--- src/rtl/apb_pkg.sv ---
// apb_pkg: shared APB bridge types and widths.
//   apb_state_t : bridge FSM states IDLE/SETUP/ACCESS
//   apb_rsp_t   : response bundle {rdata, slverr, timeout}
package apb_pkg;
  localparam int APB_ADDR_W = 32;
  localparam int APB_DATA_W = 32;
  typedef enum logic [1:0] {IDLE, SETUP, ACCESS} apb_state_t;
  typedef struct packed {
    logic [APB_DATA_W-1:0] rdata;
    logic                  slverr;
    logic                  timeout;
  } apb_rsp_t;
endpackage

--- src/rtl/apb_timeout_ctr.sv ---
// apb_timeout_ctr: counts stalled ACCESS cycles and flags the aborting edge.
//   PCLK, PRESETn : clock, async active-low reset
//   i_clear       : zero the count (held while the transfer is in SETUP)
//   i_enable      : count this cycle (ACCESS with PREADY low)
//   o_expired     : this edge brings the count to TIMEOUT_CYCLES
module apb_timeout_ctr #(
  parameter int TIMEOUT_CYCLES = 16
) (
  input  logic PCLK,
  input  logic PRESETn,
  input  logic i_clear,
  input  logic i_enable,
  output logic o_expired
);
  localparam int W = $clog2(TIMEOUT_CYCLES + 1);
  logic [W-1:0] r_cnt;
  assign o_expired = i_enable & (r_cnt == W'(TIMEOUT_CYCLES - 1));
  always_ff @(posedge PCLK or negedge PRESETn)
    if (!PRESETn) r_cnt <= '0;
    else r_cnt <= i_clear ? '0 : i_enable ? r_cnt + 1'b1 : r_cnt;
endmodule

--- src/rtl/apb_master_bridge.sv ---
// apb_master_bridge: valid/ready command port to APB initiator (SETUP -> ACCESS).
//   PCLK, PRESETn                  : clock, async active-low reset
//   req_valid/ready/write/addr/wdata : single-command request port
//   rsp_valid/rdata/slverr/timeout : one-cycle completion strobe with held status
//   PSELx/PENABLE/PWRITE/PADDR/PWDATA/PRDATA/PREADY/PSLVERR : APB master side
//   Optional ACCESS timeout abort: define APB_MASTER_TIMEOUT_EN.
module apb_master_bridge import apb_pkg::*; #(
  parameter int ADDR_W         = APB_ADDR_W,
  parameter int DATA_W         = APB_DATA_W,
  parameter int TIMEOUT_CYCLES = 16
) (
  input  logic              PCLK,
  input  logic              PRESETn,
  input  logic              req_valid,
  output logic              req_ready,
  input  logic              req_write,
  input  logic [ADDR_W-1:0] req_addr,
  input  logic [DATA_W-1:0] req_wdata,
  output logic              rsp_valid,
  output logic [DATA_W-1:0] rsp_rdata,
  output logic              rsp_slverr,
  output logic              rsp_timeout,
  output logic              PSELx,
  output logic              PENABLE,
  output logic              PWRITE,
  output logic [ADDR_W-1:0] PADDR,
  output logic [DATA_W-1:0] PWDATA,
  input  logic [DATA_W-1:0] PRDATA,
  input  logic              PREADY,
  input  logic              PSLVERR
);
  apb_state_t r_state;
  logic       w_accept;
  logic       w_abort;
  assign req_ready = (r_state == IDLE) | ((r_state == ACCESS) & PREADY);
  assign w_accept  = req_valid & req_ready;
`ifdef APB_MASTER_TIMEOUT_EN
  logic r_timeout;
  apb_timeout_ctr #(.TIMEOUT_CYCLES(TIMEOUT_CYCLES)) u_timeout (
    .PCLK      (PCLK),
    .PRESETn   (PRESETn),
    .i_clear   (r_state == SETUP),
    .i_enable  ((r_state == ACCESS) & ~PREADY),
    .o_expired (w_abort)
  );
  assign rsp_timeout = r_timeout;
`else
  assign w_abort     = 1'b0;
  assign rsp_timeout = 1'b0;
`endif
  always_ff @(posedge PCLK or negedge PRESETn)
    if (!PRESETn) begin
      r_state    <= IDLE;
      PSELx      <= 1'b0;
      PENABLE    <= 1'b0;
      PWRITE     <= 1'b0;
      PADDR      <= '0;
      PWDATA     <= '0;
      rsp_valid  <= 1'b0;
      rsp_rdata  <= '0;
      rsp_slverr <= 1'b0;
`ifdef APB_MASTER_TIMEOUT_EN
      r_timeout  <= 1'b0;
`endif
    end else begin
      rsp_valid <= 1'b0;
      // Capture happens in IDLE or on a completion edge; ACCESS otherwise holds PADDR/PWDATA.
      if (w_accept) begin
        PWRITE <= req_write;
        PADDR  <= req_addr;
        PWDATA <= req_wdata;
      end
      case (r_state)
        IDLE:
          if (req_valid) begin
            PSELx   <= 1'b1;
            r_state <= SETUP;
          end
        SETUP: begin
          PENABLE <= 1'b1;
          r_state <= ACCESS;
        end
        ACCESS:
          if (PREADY) begin
            rsp_valid  <= 1'b1;
            rsp_slverr <= PSLVERR;
            rsp_rdata  <= PWRITE ? '0 : PRDATA;
`ifdef APB_MASTER_TIMEOUT_EN
            r_timeout  <= 1'b0;
`endif
            PENABLE    <= 1'b0;
            // Back-to-back: keep PSELx high so the next SETUP follows with no IDLE gap.
            PSELx      <= req_valid;
            r_state    <= req_valid ? SETUP : IDLE;
          end else if (w_abort) begin
            rsp_valid  <= 1'b1;
            rsp_slverr <= 1'b1;
            rsp_rdata  <= '0;
`ifdef APB_MASTER_TIMEOUT_EN
            r_timeout  <= 1'b1;
`endif
            PENABLE    <= 1'b0;
            PSELx      <= 1'b0;
            r_state    <= IDLE;
          end
        default: r_state <= IDLE;
      endcase
    end
endmodule
--- config.mk ---
export PLATFORM = sky130hd
export DESIGN_NAME = apb_master_bridge
export DESIGN_NICKNAME = d
export VERILOG_FILES = /design/src/rtl/apb_pkg.sv /design/src/rtl/apb_timeout_ctr.sv /design/src/rtl/apb_master_bridge.sv
export SDC_FILE = /design/constraint.sdc
export NUM_CORES = 1
export LEC_CHECK = 0
export BUFFER_PORTS_ARGS = -buffer_cell sky130_fd_sc_hd__buf_2
export CORE_ASPECT_RATIO = 0.9
export CORE_MARGIN = 2
export CORE_UTILIZATION = 45
export DETAILED_ROUTE_END_ITERATION = 6
export PLACE_DENSITY = 0.85
export SYNTH_ARGS = -nofsm -noshare
export SYNTH_HDL_FRONTEND = slang
export SYNTH_SLANG_ARGS = --single-unit
--- constraint.sdc ---
create_clock -name PCLK -period 2.8 [get_ports PCLK]
set_input_delay 0 -clock PCLK [delete_from_list [all_inputs] [get_ports PCLK]]
set_output_delay 0 -clock PCLK [all_outputs]
set_load 0.005 [all_outputs]
==> summary.txt, run 1 <==
Global routing
  • Global Route Usage Sum: 23.0%
  • First-pass GRT wire length: 17.9 mm
  • Pin count of the biggest net entering global routing: 56
  • GRT Residual Overflow: 0
  • Initial antenna violation count: 0
  • Vias in the first global route: 3652

STA
  • Headroom to the max-slew limit: 46.2%
  • Setup-failing EPs final: 0
  • Fin crit share: 65.4%
  • Worst setup margin: 0.969 ns
  • Final min period: 1.83 ns
  • Worst-Margin Slew: 0.805 ns
  • Clock skew: 0.0171 ns
  • Max Slew Vio Count: 0
  • Hold Vio Cnt, Final: 0
  • RSZ-0062 raised after global routing: no
  • Fmax: 546 MHz
  • Setup TNS: 0 ns

Placed design
  • Detail Placement HPWL: 6.48 mm
  • I/O Buffers: 203
  • Pre-CTS setup slack: 0.989 ns
  • Global placer's final weighted congestion: 0.759

CTS
  • Post-CTS Setup Inserts: 0
  • CTS tree: done
  • Root buffer cell: clkbuf_8
  • Clock sinks: 103
  • # hold bufs at CTS: 101
  • CTS buffer count: 9
  • Skew-Pair Late Insertion Delay: 0.36 ns
  • Post-cts resize count: 0
  • Reg clk slew, reported paths: 0.11 ns
  • CTS max path bufs: 2
  • H-tree Lvls: 3

Worst setup path
  • Critical path depth: 4
  • CP Buf/Inv Count: 1
  • Crit path cell chain: nand2b_2 > and3_4 > buf_4 > mux2_2
  • CP startpoint kind: register
  • Top cell family by delay on the critical path: simple AND/OR/NAND/NOR gates
  • CP Class: reg2reg
  • Worst Setup End Kind: register
  • Critical path's slowest cell: and3_4
  • CP peak stage delay: 0.46 ns
  • R2R cell count: 4
  • Crit path max fanout: 22
  • Worst path required time: 3.04 ns
  • WP data arrival: 2.07 ns

Synthesis
  • Total number of yosys warnings: 0
  • Synthesized flop and latch total: 103
  • Cell variety after synth: 22
  • Synth Cell Area: 4190 um^2
  • Post-Syn Instances: 298
  • Syn_area_per_cell: 14.0 um^2
  • Seq/Total Area, Yosys: 61.6%
  • Mapped Nets: 400

Pwr
  • Peak supply drop: 431 uV
  • Pwr Total: 4910 uW
  • Power Density: 756 nW/um^2
  • Leak: 0.00326 uW

Floorplan
  • Initial Util: 46.1%
  • Rows: 33
  • Chip width: 106 um
  • Ports: 205
  • Core area: 9080 um^2
  • Chip height: 95.5 um
  • Die area: 10100 um^2

Cells and area
  • Layout overhead on the synthesized area: 55.0%
  • Final #Nets: 701
  • Fillers: 602
  • Diode count: 0
  • Fraction of layout cells with a size suffix above 1: 48.2%

Route
  • Final wirelength: 11.4 mm
  • Initial DRC Count: 181
  • Via/cell ratio: 4.67
  • Routed Antenna Nets: 0
  • Pre-antenna DRT Iters: 4
  • Via count: 3389
  • Post-route DRC: 0
  • WL per Instance: 15.7 um

Worst hold path
  • Worst min path class: in2async

Run
  • Maxcap violations: 0

Status
  • Status: finished clean
[cells in the final DEF (no fill, tap or decap), types with 2 or more instances in the layout]
master	count
nand2_1	33
mux2_2	27
o21ai_0	32
a21oi_1	3
dlygate4sd3_1	101
mux2_4	39
clkinv_2	2
buf_12	3
buf_2	202
inv_6	2
dfrtp_1	103
inv_1	3
buf_4	2
nand2b_1	32
clkbuf_8	9
[cells by family after synthesis]
| logic type | share of synthesized area [%] |
|---|---|
| flip-flops | 61.6 |
| AND/OR/NAND/NOR | 8.73 |
| multiplexers | 21.5 |
| AO/OA/AOI/OAI | 4.33 |
| buffers and inverters | 3.80 |
| other | 0.0896 |
[path summary, 6_finish.rpt]
kind	startpoint	endpoint	slack (ns)
worst max-delay path	r_state[1]	PWDATA[13]	0.97
worst min-delay path	PRESETn	PWDATA[18]	0.23
worst max register to register	r_state[1]	PWDATA[13]	0.97
worst min register to register	rsp_rdata[9]	rsp_rdata[9]	0.48
max in group asynchronous	PRESETn	PWDATA[5]	1.83
min in group PCLK	req_addr[26]	PADDR[26]	0.40
[metrics by stage]
step,cells,area [um^2],hold slack (ns),util [%]
6_report,726,6490,0.229,71.4
4_1_cts,726,6490,0.230,71.4
5_1_grt,726,6490,0.276,71.4
3_5_place_dp,609,5280,0.0956,58.1
3_3_place_gp,609,5280,0.0830,58.1
2_1_floorplan,298,4190,-0.296,-
[routing by layer]
layer  track usage (%)  vias to the layer above  wire length (um)
met2              41.2                      153              5940
met1              26.0                     1607              4360
li1                  -                     1596                 -
met5                 0                        -                 0
met3              6.97                       33               731
met4              8.77                        0               356
[area by class of cell]
cell class / count / area, um^2 / area share, %
clock buffer: 9 / 124 / 1.91
clock inverter: 7 / 77.6 / 1.20
inverter: 3 / 11.3 / 0.174
multi-input combinational: 174 / 1450 / 22.3
sequential: 103 / 2580 / 39.7
tap: 122 / 153 / 2.35
timing repair buffer: 308 / 2100 / 32.3
[report_power, final]
group | leakage [uW] | switching (uW) | internal [uW]
Clock | 0.000106 | 512 | 425
Sequential | 0.00125 | 326 | 2000
Combinational | 0.00191 | 665 | 975
Total | 0.00326 | 1500 | 3400
[Yosys cell counts]
cell      instances  area share, %
a31oi_1           1           0.15
buf_2             3           0.36
buf_6             1           0.27
and2_1            1           0.15
a21oi_1           3           0.36
inv_1             3           0.27
dfrtp_1         103             62
buf_12            4            1.9
nand2_1          33            3.0
mux2_2           27            7.3
buf_4             1           0.18
conb_1            1          0.090
clkbuf_1          8           0.72
and3_4            1           0.27
mux2_4           39             14
nor3b_1           1           0.18
buf_1             1          0.090
nand3b_1          1           0.18
o21ai_0          32            3.8
nand2b_1         32            4.8
mux2i_1           1           0.24
nand2b_2          1           0.21
[sequential cells by signal, summed over array words and instances (netlist names)]
name        flops
PADDR          32
PENABLE         1
PSELx           1
PWDATA         32
PWRITE          1
r_state         2
rsp_rdata      32
rsp_slverr      1
rsp_valid       1
Note: power is estimated with default switching activity, not from simulation.
==> inputs of run 2 (changes only) <==
CORE_UTILIZATION = 41   (was 45)
PLACE_DENSITY = 0.81   (was 0.85)
clock period = 1.45 ns   (was 2.8 ns; I/O delays follow)
==> summary.txt, run 2 (same netlist as run 1, synthesis figures left out) <==
Worst hold path
  • Worst Hold End: r_state[1]
  • Worst Hold Launch: PREADY
  • Worst min path class: in2reg (was in2async)
  • Hold Path Stages: 3

Worst setup path
  • WP data arrival: 1.66 ns (was 2.07 ns)
  • Worst Setup End Kind: register (unchanged)
  • CP peak stage delay: 0.42 ns (was 0.46 ns)
  • Crit path max fanout: 20 (was 22)
  • R2R cell count: 4 (unchanged)
  • Crit path cell chain: nand2b_4 > and3_4 > buf_12 > mux2_2 (was nand2b_2 > and3_4 > buf_4 > mux2_2)
  • Worst path required time: 1.67 ns (was 3.04 ns)
  • Top cell family by delay on the critical path: flip-flops (was simple AND/OR/NAND/NOR gates)
  • FF-to-FF Start: r_state[1] (unchanged)
  • R2R Setup Slk: 0.01 ns (was 0.97 ns)
  • CP Class: reg2reg (unchanged)
  • CP Buf/Inv Count: 1 (unchanged)
  • CP startpoint kind: register (unchanged)
  • RR Endpoint: PWDATA[31] (was PWDATA[13])
  • Critical path's slowest cell: dfrtp_1 (was and3_4)

Global routing
  • Initial antenna violation count: 0 (unchanged)
  • Global Route Usage Sum: 21.3% (was 23.0%)
  • First-pass GRT wire length: 18.6 mm (was 17.9 mm)
  • GRT Residual Overflow: 0 (unchanged)
  • Vias in the first global route: 3734 (was 3652)
  • Pin count of the biggest net entering global routing: 57 (was 56)

Cells and area
  • Fillers: 682 (was 602)
  • Most common cell after layout, fill and taps aside: buf_2 (unchanged)
  • Layout overhead on the synthesized area: 59.2% (was 55.0%)
  • Most frequent cells in the layout: buf_2, dfrtp_1, dlygate4sd3_1, mux2_4, nand2_1 (unchanged)
  • Register area: 2580 um^2 (about the same)
  • Cell Count, Final, Fillers Out: 735 (was 726)
  • Area of the multi-input gates: 1470 um^2 (was 1450 um^2)
  • Fraction of layout cells with a size suffix above 1: 49.3% (was 48.2%)
  • Largest regs: PADDR x32, PWDATA x32, rsp_rdata x32 (unchanged)
  • Final #Nets: 706 (was 701)
  • Diode count: 0 (unchanged)
  • Final Util: 68.1% (was 71.4%)

STA
  • Hold Vio Cnt, Final: 0 (unchanged)
  • Clock skew: 0.00718 ns (was 0.0171 ns)
  • Setup-failing EPs final: 0 (unchanged)
  • Fmax: 696 MHz (was 546 MHz)
  • Worst hold margin: 0.0279 ns (was 0.229 ns)
  • Final min period: 1.44 ns (was 1.83 ns)
  • RSZ-0062 raised after global routing: yes (was no)
  • Fin crit share: 99.2% (was 65.4%)
  • Max Slew Vio Count: 0 (unchanged)

Run
  • Maxcap violations: 0 (unchanged)

CTS
  • Root buffer cell: clkbuf_16 (was clkbuf_8)
  • CTS buffer count: 9 (unchanged)
  • Reg clk slew, reported paths: 0.07 ns (was 0.11 ns)
  • H-tree Lvls: 3 (unchanged)
  • CTS max path bufs: 2 (unchanged)
  • Skew-Pair Late Insertion Delay: 0.33 ns (was 0.36 ns)
  • Clock sinks: 103 (unchanged)
  • CTS tree: done (unchanged)

Route
  • Via/cell ratio: 4.67 (about the same)
  • Routed Antenna Nets: 0 (unchanged)
  • Final wirelength: 11.5 mm (was 11.4 mm)
  • Initial DRC Count: 140 (was 181)
  • Via count: 3436 (was 3389)
  • WL per Instance: 15.7 um (about the same)
  • Post-route DRC: 0 (unchanged)
  • Pre-antenna DRT Iters: 6 (was 4)

Pwr
  • Leak: 0.00335 uW (was 0.00326 uW)
  • Power Density: 1500 nW/um^2 (was 756 nW/um^2)
  • Peak supply drop: 950 uV (was 431 uV)

Status
  • Status: finished clean (unchanged)

Floorplan
  • Core area: 9780 um^2 (was 9080 um^2)
  • Chip height: 99.9 um (was 95.5 um)
  • Ports: 205 (unchanged)
  • Initial Util: 42.8% (was 46.1%)
  • Rows: 34 (was 33)
  • Chip width: 111 um (was 106 um)
  • Die area: 11000 um^2 (was 10100 um^2)

Placed design
  • Detail Placement HPWL: 6.74 mm (was 6.48 mm)
  • Cell count after placement: 620 (was 609)
  • I/O Buffers: 203 (unchanged)
  • Global placer's final weighted congestion: 0.824 (was 0.759)
## run 2: cell types whose count changed in the layout (fill, tap and decap cells not counted), sizes merged
cell / delta
bufinv: -1
dlygate4sd3: -2
clkinvlp: +1
buf: +7
## run 2: how the worst max path moves through the flow
stage                           from         end  slack (ns)  cells past startpoint
final                     r_state[1]  PWDATA[31]        0.01                      4
after global placement    r_state[1]   PWDATA[2]        0.06                      4
after detailed placement  r_state[1]  PWDATA[31]      -0.001                      4
after global routing      r_state[1]   PWDATA[2]       -0.03                      4
after CTS                 r_state[1]  PWDATA[31]      -0.003                      4
after floorplan           r_state[1]    PADDR[0]        0.03                      5
## run 2: worst reg2reg max path, cell delays in order (launching register included)
cell and delay (ns):
dfrtp_1 0.42, nand2b_4 0.09, and3_4 0.26, buf_12 0.21, mux2_2 0.35
## run 2: final cells by class
type	instances	area share (%)
multi-input cells	174	22.1
flip-flops and latches	103	38.7
inverters	3	0.169
clock buffers	9	3.38
repair buffers	313	32.5
clock inverters	7	0.826
well taps	126	2.37
## run 2: power by group
part           internal [uW]  leakage (uW)  total, uW  switching, uW
clock network           1180      0.000138       2240           1050
registers               3880       0.00125       4520            641
logic                   1960       0.00197       3270           1310
## run 2: what timing repair did
action	4_1_cts	5_1_grt
gates resized for setup	1	6
buffers inserted	0	0
hold buffers	99	0
hold endpoints to repair	201	0
setup endpoints to repair	4	19
pin swaps	1	0
## run 2: layer usage
layer,vias to the layer above,part of all wire (%),global-route usage [%]
met5,-,0,0
met1,1641,38,22.9
li1,1608,-,-
met4,0,2.9,8.65
met2,160,53,40.0
met3,27,6.1,5.56
## run 2: stage by stage
| step | total power (uW) | setup slack [ns] | setup TNS, ns | cell area [um^2] |
|---|---|---|---|---|
| after CTS | 10000 | -0.00331 | -0.00331 | 6650 |
| final | 10000 | 0.0123 | 0 | 6670 |
| after detailed placement | 7540 | -0.00102 | -0.00102 | 5370 |
| after floorplan | 5980 | 0.0307 | 0 | 4190 |
| after global routing | 10700 | -0.0263 | -0.113 | 6670 |
| after global placement | 7380 | 0.0588 | 0 | 5370 |
